--- src/rtl/snn_pkg.sv ---
// Shared constants for the spiking-network core: SPI frame layout, slave FSM states
// and the configuration register address map.
package snn_pkg;

  localparam int FRAME_BITS = 16;
  localparam int CMD_BITS   = 8;
  localparam int ADDR_W     = 7;

  typedef enum logic [1:0] {
    IDLE = 2'd0,
    CMD  = 2'd1,
    DATA = 2'd2,
    DONE = 2'd3
  } state_t;

  // Address map seen by the neuron array
  localparam logic [ADDR_W-1:0] ADDR_WEIGHT0 = 7'h00;
  localparam logic [ADDR_W-1:0] ADDR_THRESH  = 7'h08;
  localparam logic [ADDR_W-1:0] ADDR_LEAK    = 7'h0C;
  localparam logic [ADDR_W-1:0] ADDR_CTRL    = 7'h0F;

  // Full-width compare so that high address bits are never aliased onto real registers
  function automatic logic addr_ok(input logic [ADDR_W-1:0] a, input int n);
    return int'(a) < n;
  endfunction

endpackage

--- src/rtl/sync_edge.sv ---
// Two-flop synchronizer for an asynchronous pin, with optional rise/fall detect
// from a third flop; edges appear 2-3 clk after the pin toggles, no backpressure.
module sync_edge #(
  parameter logic RST_VAL = 1'b0,
  parameter bit   EDGE    = 1'b0
) (
  input  logic clk,
  input  logic rst_n,
  input  logic din,
  output logic dout,
  output logic rise,
  output logic fall
);

  logic s1;
  logic s2;

  always_ff @(posedge clk or negedge rst_n) begin
    if (!rst_n) begin
      s1 <= RST_VAL;
      s2 <= RST_VAL;
    end else begin
      s1 <= din;
      s2 <= s1;
    end
  end

  assign dout = s2;

  generate
    if (EDGE) begin : g_edge
      logic s_d;
      always_ff @(posedge clk or negedge rst_n) begin
        if (!rst_n) s_d <= RST_VAL;
        else        s_d <= s2;
      end
      assign rise = s2 & ~s_d;
      assign fall = ~s2 & s_d;
    end else begin : g_no_edge
      assign rise = 1'b0;
      assign fall = 1'b0;
    end
  endgenerate

endmodule

--- src/rtl/snn_spi_regfile.sv ---
// SPI mode-0 slave decoding 16-bit R/W frames into an 8-bit register bank.
// Writes land <=4 clk after the 16th sclk rise; the controller is never stalled.
module snn_spi_regfile
  import snn_pkg::*;
#(
  parameter int         NUM_REGS  = 16,
  parameter logic [7:0] REG_RESET = 8'h00
) (
  input  logic                  clk,
  input  logic                  rst_n,
  input  logic                  sclk,
  input  logic                  cs_n,
  input  logic                  copi,
  output logic                  cipo,
  output logic [NUM_REGS*8-1:0] regs_flat,
  output logic                  wr_strobe,
  output logic [ADDR_W-1:0]     wr_addr
);

  localparam int CNT_W = 5;

  logic sclk_rise, sclk_fall, sclk_unused_lvl;
  logic cs_s, cs_unused_rise, cs_unused_fall;
  logic copi_s, copi_unused_rise, copi_unused_fall;

  sync_edge #(.RST_VAL(1'b0), .EDGE(1'b1)) u_sclk_sync (
    .clk(clk), .rst_n(rst_n), .din(sclk),
    .dout(sclk_unused_lvl), .rise(sclk_rise), .fall(sclk_fall)
  );
  sync_edge #(.RST_VAL(1'b1), .EDGE(1'b0)) u_cs_sync (
    .clk(clk), .rst_n(rst_n), .din(cs_n),
    .dout(cs_s), .rise(cs_unused_rise), .fall(cs_unused_fall)
  );
  sync_edge #(.RST_VAL(1'b0), .EDGE(1'b0)) u_copi_sync (
    .clk(clk), .rst_n(rst_n), .din(copi),
    .dout(copi_s), .rise(copi_unused_rise), .fall(copi_unused_fall)
  );

  state_t            state;
  logic [CNT_W-1:0]  cnt;
  logic [6:0]        shift_in;
  logic [6:0]        shift_out;
  logic              rw;
  logic [ADDR_W-1:0] cmd_addr;
  logic [1:0]        warm;
  logic              armed;
  logic [7:0]        regs [NUM_REGS];
  logic [7:0]        nxt;
  logic [7:0]        rd_dat;

  // Byte completed by the current rise: command byte at rise 8, data byte at rise 16
  assign nxt = {shift_in, copi_s};

  always_comb begin
    rd_dat = 8'h00;
    for (int k = 0; k < NUM_REGS; k++) begin
      if (nxt[6:0] == ADDR_W'(k)) rd_dat = regs[k];
    end
  end

  generate
    for (genvar k = 0; k < NUM_REGS; k++) begin : g_flat
      assign regs_flat[8*k +: 8] = regs[k];
    end
  endgenerate

  // armed blocks a frame cut by reset from resuming: cs_n must be seen high once the
  // synchronizer holds real pin samples again
  always_ff @(posedge clk or negedge rst_n) begin
    if (!rst_n) begin
      state     <= IDLE;
      cnt       <= '0;
      shift_in  <= '0;
      shift_out <= '0;
      rw        <= 1'b0;
      cmd_addr  <= '0;
      cipo      <= 1'b0;
      wr_strobe <= 1'b0;
      wr_addr   <= '0;
      warm      <= '0;
      armed     <= 1'b0;
      for (int k = 0; k < NUM_REGS; k++) regs[k] <= REG_RESET;
    end else begin
      wr_strobe <= 1'b0;
      if (warm != 2'd2) warm <= warm + 2'd1;
      else if (cs_s)    armed <= 1'b1;

      case (state)
        IDLE: begin
          cnt  <= '0;
          cipo <= 1'b0;
          if (!cs_s && armed) state <= CMD;
        end
        CMD: begin
          if (cs_s) begin
            state <= IDLE;
            cnt   <= '0;
            cipo  <= 1'b0;
          end else if (sclk_rise) begin
            shift_in <= nxt[6:0];
            cnt      <= cnt + 1'b1;
            if (cnt == CNT_W'(CMD_BITS - 1)) begin
              rw       <= nxt[7];
              cmd_addr <= nxt[6:0];
              state    <= DATA;
              if (nxt[7]) begin
                shift_out <= '0;
                cipo      <= 1'b0;
              end else begin
                shift_out <= rd_dat[6:0];
                cipo      <= rd_dat[7];
              end
            end
          end
        end
        DATA: begin
          if (cs_s) begin
            state <= IDLE;
            cnt   <= '0;
            cipo  <= 1'b0;
          end else if (sclk_rise) begin
            shift_in <= nxt[6:0];
            cnt      <= cnt + 1'b1;
            if (cnt == CNT_W'(FRAME_BITS - 1)) begin
              state <= DONE;
              cipo  <= 1'b0;
              if (rw && addr_ok(cmd_addr, NUM_REGS)) begin
                for (int k = 0; k < NUM_REGS; k++) begin
                  if (cmd_addr == ADDR_W'(k)) regs[k] <= nxt;
                end
                wr_strobe <= 1'b1;
                wr_addr   <= cmd_addr;
              end
            end
          end else if (sclk_fall) begin
            cipo      <= shift_out[6];
            shift_out <= {shift_out[5:0], 1'b0};
          end
        end
        DONE: begin
          cipo <= 1'b0;
          if (cs_s) begin
            state <= IDLE;
            cnt   <= '0;
          end
        end
        default: state <= IDLE;
      endcase
    end
  end

endmodule

--- config.mk ---
export PLATFORM = sky130hd
export DESIGN_NAME = snn_spi_regfile
export DESIGN_NICKNAME = d
export VERILOG_FILES = /design/src/rtl/snn_pkg.sv /design/src/rtl/sync_edge.sv /design/src/rtl/snn_spi_regfile.sv
export SDC_FILE = /design/constraint.sdc
export NUM_CORES = 1
export LEC_CHECK = 0
export BUFFER_PORTS_ARGS = -buffer_cell sky130_fd_sc_hd__buf_2
export CORE_MARGIN = 4
export CORE_UTILIZATION = 42
export CTS_CLUSTER_DIAMETER = 120
export DETAILED_ROUTE_END_ITERATION = 10
export GPL_TIMING_DRIVEN = 0
export PLACE_DENSITY_LB_ADDON = 0.08
export SLEW_MARGIN = 20
export SYNTH_ARGS = -nofsm -noshare
export SYNTH_HDL_FRONTEND = slang
export SYNTH_SLANG_ARGS = --single-unit
--- constraint.sdc ---
create_clock -name clk -period 3.29 [get_ports clk]
set_clock_uncertainty 0.15 [all_clocks]
set_input_delay 0.4935 -clock clk [delete_from_list [all_inputs] [get_ports clk]]
set_output_delay 0.4935 -clock clk [all_outputs]
set_load 0.02 [all_outputs]
==> flow_metrics.py <==
metrics = {
    "power_and_ir_drop": {
        "ir_drop_uv": 317,
        "switching_share_pct": 37.5,
        "p_switching_uw": 2250,
        "pwr-share-seq_pct": 38.9,
        "p_leak_uw": 0.00519,
        "p_int_uw": 3750,
        "p_per_area_nw_per_um2": 593,
        "power_uw": 6000,
        "p_comb_share_pct": 26.9,
        "clkPwrFrac_pct": 34.2,
    },
    "layout": {
        "nets": 859,
        "final_common_cell": "dfrtp_1",
        "instances_no_fill": 1123,
        "mostFrequentLayoutCells": "174 x dfrtp_1, 152 x buf_2, 151 x mux2_2",
        "area_growth_pct": 20.9,
        "drive_gt1_share_pct": 42.1,
        "diodes": 0,
    },
    "timing": {
        "min_period_ns": 2.96,
        "setup_violations": 0,
        "finalCritPeriodShare_pct": 89.9,
        "final.setup.worst_slack_ns": 0.331,
        "worst_slew_margin_rel_pct": 42.4,
        "hold_viol": 0,
        "fmax_mhz": 338,
        "tightest_slew_ns": 0.856,
        "rsz0062_at_grt": "no",
        "tns_ns": 0,
        "slew_violations": 0,
    },
    "routing": {
        "viasPerCell": 5.68,
        "dr_total_vias": 6379,
        "wl_per_cell_um": 24.3,
        "antenna_left": 0,
        "detail_route.drc_violations": 0,
        "first_iter_violations": 469,
        "drt_wl_total_um": 27300,
        "drt_first_pass_iters": 5,
    },
    "worst_setup_path": {
        "crit_path_start_kind": "flop",
        "crit_chain": "ha_1, and3_1, ha_1, nand4_1, buf_2, nor3_2, nand3_1, mux2_2",
        "cp_top_family": "simple AND/OR/NAND/NOR gates",
        "reg2reg_depth": 8,
        "slowest_delay_ns": 0.55,
        "cp-end-kind": "flop",
        "path_max_fanout": 10,
        "r2r-end": "regs_flat[101]$_DFFE_PN0P_",
        "worstSetupPathType": "reg -> reg",
        "timing.rr.start": "cnt[0]$_DFFE_PN0P_",
        "cp_num_buf_inv": 1,
        "arrival_ns": 3.13,
        "required_ns": 3.46,
        "reg2reg_slack_ns": 0.33,
        "cpMaxStageDelayCell": "nand3_1",
        "cpMostUsedCell": "ha_1",
        "cp.depth": 8,
    },
    "synthesis": {
        "yosysWarnings": 0,
        "ys.flop_type": "dfrtp_1",
        "synth_area_um2": 8370,
        "synth_edf_count": 0,
        "synth_nets": 693,
        "yosysUniqueCellTypes": 62,
        "ys_async_sr_fraction_pct": 100,
        "synthTopCellsByArea": "dfrtp_1 52%, mux2_2 20%, mux2i_1 2.6%",
        "syn_area_per_cell_um2": 12.3,
        "synth-seq-cells": 176,
        "yosysSeqAreaShare_pct": 52.6,
        "synth.top_cell.area_share_pct": 52.0,
        "synthCells": 679,
        "yosysTopAreaCell": "dfrtp_1",
    },
    "place": {
        "dp_slack_ns": 0.329,
        "place.gp.congestion": 0.860,
        "io_buffers": 141,
        "dpl.cell_count": 1087,
        "hpwl_um": 19600,
    },
    "run": {
        "drv_cap": 0,
    },
    "clocking": {
        "path_clk_slew_ns": 0.08,
        "cts_root_buf": "clkbuf_16",
        "clock_latency_ns": 0.44,
        "htree_levels": 4,
        "cts.sinks": 176,
        "cts_buffers": 17,
        "cts_buffer_depth": 2,
        "cts_tree": "done",
    },
    "global_routing": {
        "grt_max_degree": 70,
        "grt_first_pass_wirelength_um": 41400,
        "grt.total_usage_pct": 25.1,
        "antenna_found_initial": 0,
        "grt_overflow": 0,
        "grt_pass1_vias": 6658,
    },
    "worst_hold_path": {
        "min_path_cells": 0,
        "min_to": "u_copi_sync.dout$_DFF_PN0_",
        "hold_class": "reg -> reg",
        "hp-start": "u_copi_sync.s1$_DFF_PN0_",
    },
    "die": {
        "dieArea_um2": 22300,
        "ios": 142,
        "core_um2": 19500,
        "die_w_um": 149,
        "start_util_pct": 42.9,
        "die_height_um": 149,
        "rows": 51,
    },
    "run_status": {
        "outcome": "completed",
    },
}
==> cell usage after synthesis (3+ instances only) <==
cell / count
o2111ai_1: 3
and2_1: 5
mux4_2: 8
or3_1: 5
nand3_1: 12
o211ai_1: 3
mux2i_1: 22
and3_1: 7
o22ai_1: 10
a21oi_1: 19
buf_2: 12
nor4_1: 4
o41ai_1: 3
a211oi_1: 6
nor3_1: 7
a31oi_1: 6
mux2_2: 151
buf_1: 3
nor2b_1: 8
inv_1: 13
nand2_1: 42
nor2_1: 28
nand4_1: 5
ha_1: 9
clkbuf_1: 31
o21ai_0: 23
o31ai_1: 3
a22oi_1: 12
dfrtp_1: 174
nand2b_1: 6
==> through the flow <==
stage | utilization (%) | instance area [µm²] | hold slack [ns]
floorplan | - | 8370 | 0.0479
global placement | 48.2 | 9410 | 0.183
detailed placement | 48.5 | 9480 | 0.186
CTS | 51.8 | 10100 | 0.205
global route | 51.8 | 10100 | 0.217
finish | 51.8 | 10100 | 0.202
==> metal layers <==
layer	track usage, %	share of wire (%)	up-vias
met5	0	0	-
met4	8.65	2.7	0
met3	4.56	6.1	38
met2	41.1	48	237
met1	33.7	43	3293
li1	-	-	2811
==> cell type report <==
class | instances | area, µm²
clock buffers | 18 | 439
fillers | 1805 | 9400
inverters | 14 | 52.6
multi-input cells | 442 | 3720
repair buffers | 147 | 811
plain buffers | 47 | 195
well taps | 265 | 332
clock inverters | 14 | 168
flip-flops and latches | 176 | 4410
==> worst reg2reg max path, cell delays in order, from the launching register on <==
cell,delay [ns]
dfrtp_1,0.42
ha_1,0.21
and3_1,0.17
ha_1,0.20
nand4_1,0.15
buf_2,0.23
nor3_2,0.30
nand3_1,0.55
mux2_2,0.48
==> repair_timing <==
item | 4_1_cts | 5_1_grt
hold endpoints to repair | 51 | 0
hold buffers | 4 | 0
buffers inserted | 0 | 0
resized for setup | 0 | 0
==> kinds of logic after synthesis <==
family | synth area share (%)
adder cells (fa/ha/maj) | 1.34
AO/OA/AOI/OAI | 7.86
buffers and inverters | 2.96
AND/OR/NAND/NOR | 9.88
flip-flops | 52.6
XOR/XNOR | 0.105
multiplexers | 25.2
==> power groups by stage <==
stage	logic [µW]	clock network, µW	registers [µW]
finish	1610	2050	2340
CTS	1600	2090	2330
global route	1740	2180	2350
floorplan	971	0	2360
detailed placement	1590	0	2380
global placement	1560	0	2370
==> how the worst max path moves through the flow <==
| stage | startpoint | to | slack (ns) |
|---|---|---|---|
| 2_1_floorplan | cnt[0]$_DFFE_PN0P_ | regs_flat[112]$_DFFE_PN0P_ | 0.96 |
| 3_3_place_gp | rst_n | regs_flat[92]$_DFFE_PN0P_ | -1.19 |
| 3_5_place_dp | state[0]$_DFFE_PN0P_ | regs_flat[97]$_DFFE_PN0P_ | 0.33 |
| 4_1_cts | state[0]$_DFFE_PN0P_ | regs_flat[96]$_DFFE_PN0P_ | 0.31 |
| 5_1_grt | state[0]$_DFFE_PN0P_ | regs_flat[101]$_DFFE_PN0P_ | 0.19 |
| 6_report | cnt[0]$_DFFE_PN0P_ | regs_flat[101]$_DFFE_PN0P_ | 0.33 |
==> state kept, by name (all words and copies together) (netlist names), 2 cells and up <==
register,flops
regs_flat,128
cmd_addr,7
shift_in,7
shift_out,7
wr_addr,7
cnt,5
state,2
warm,2
No activity file was read; power rests on OpenSTA's default activity.
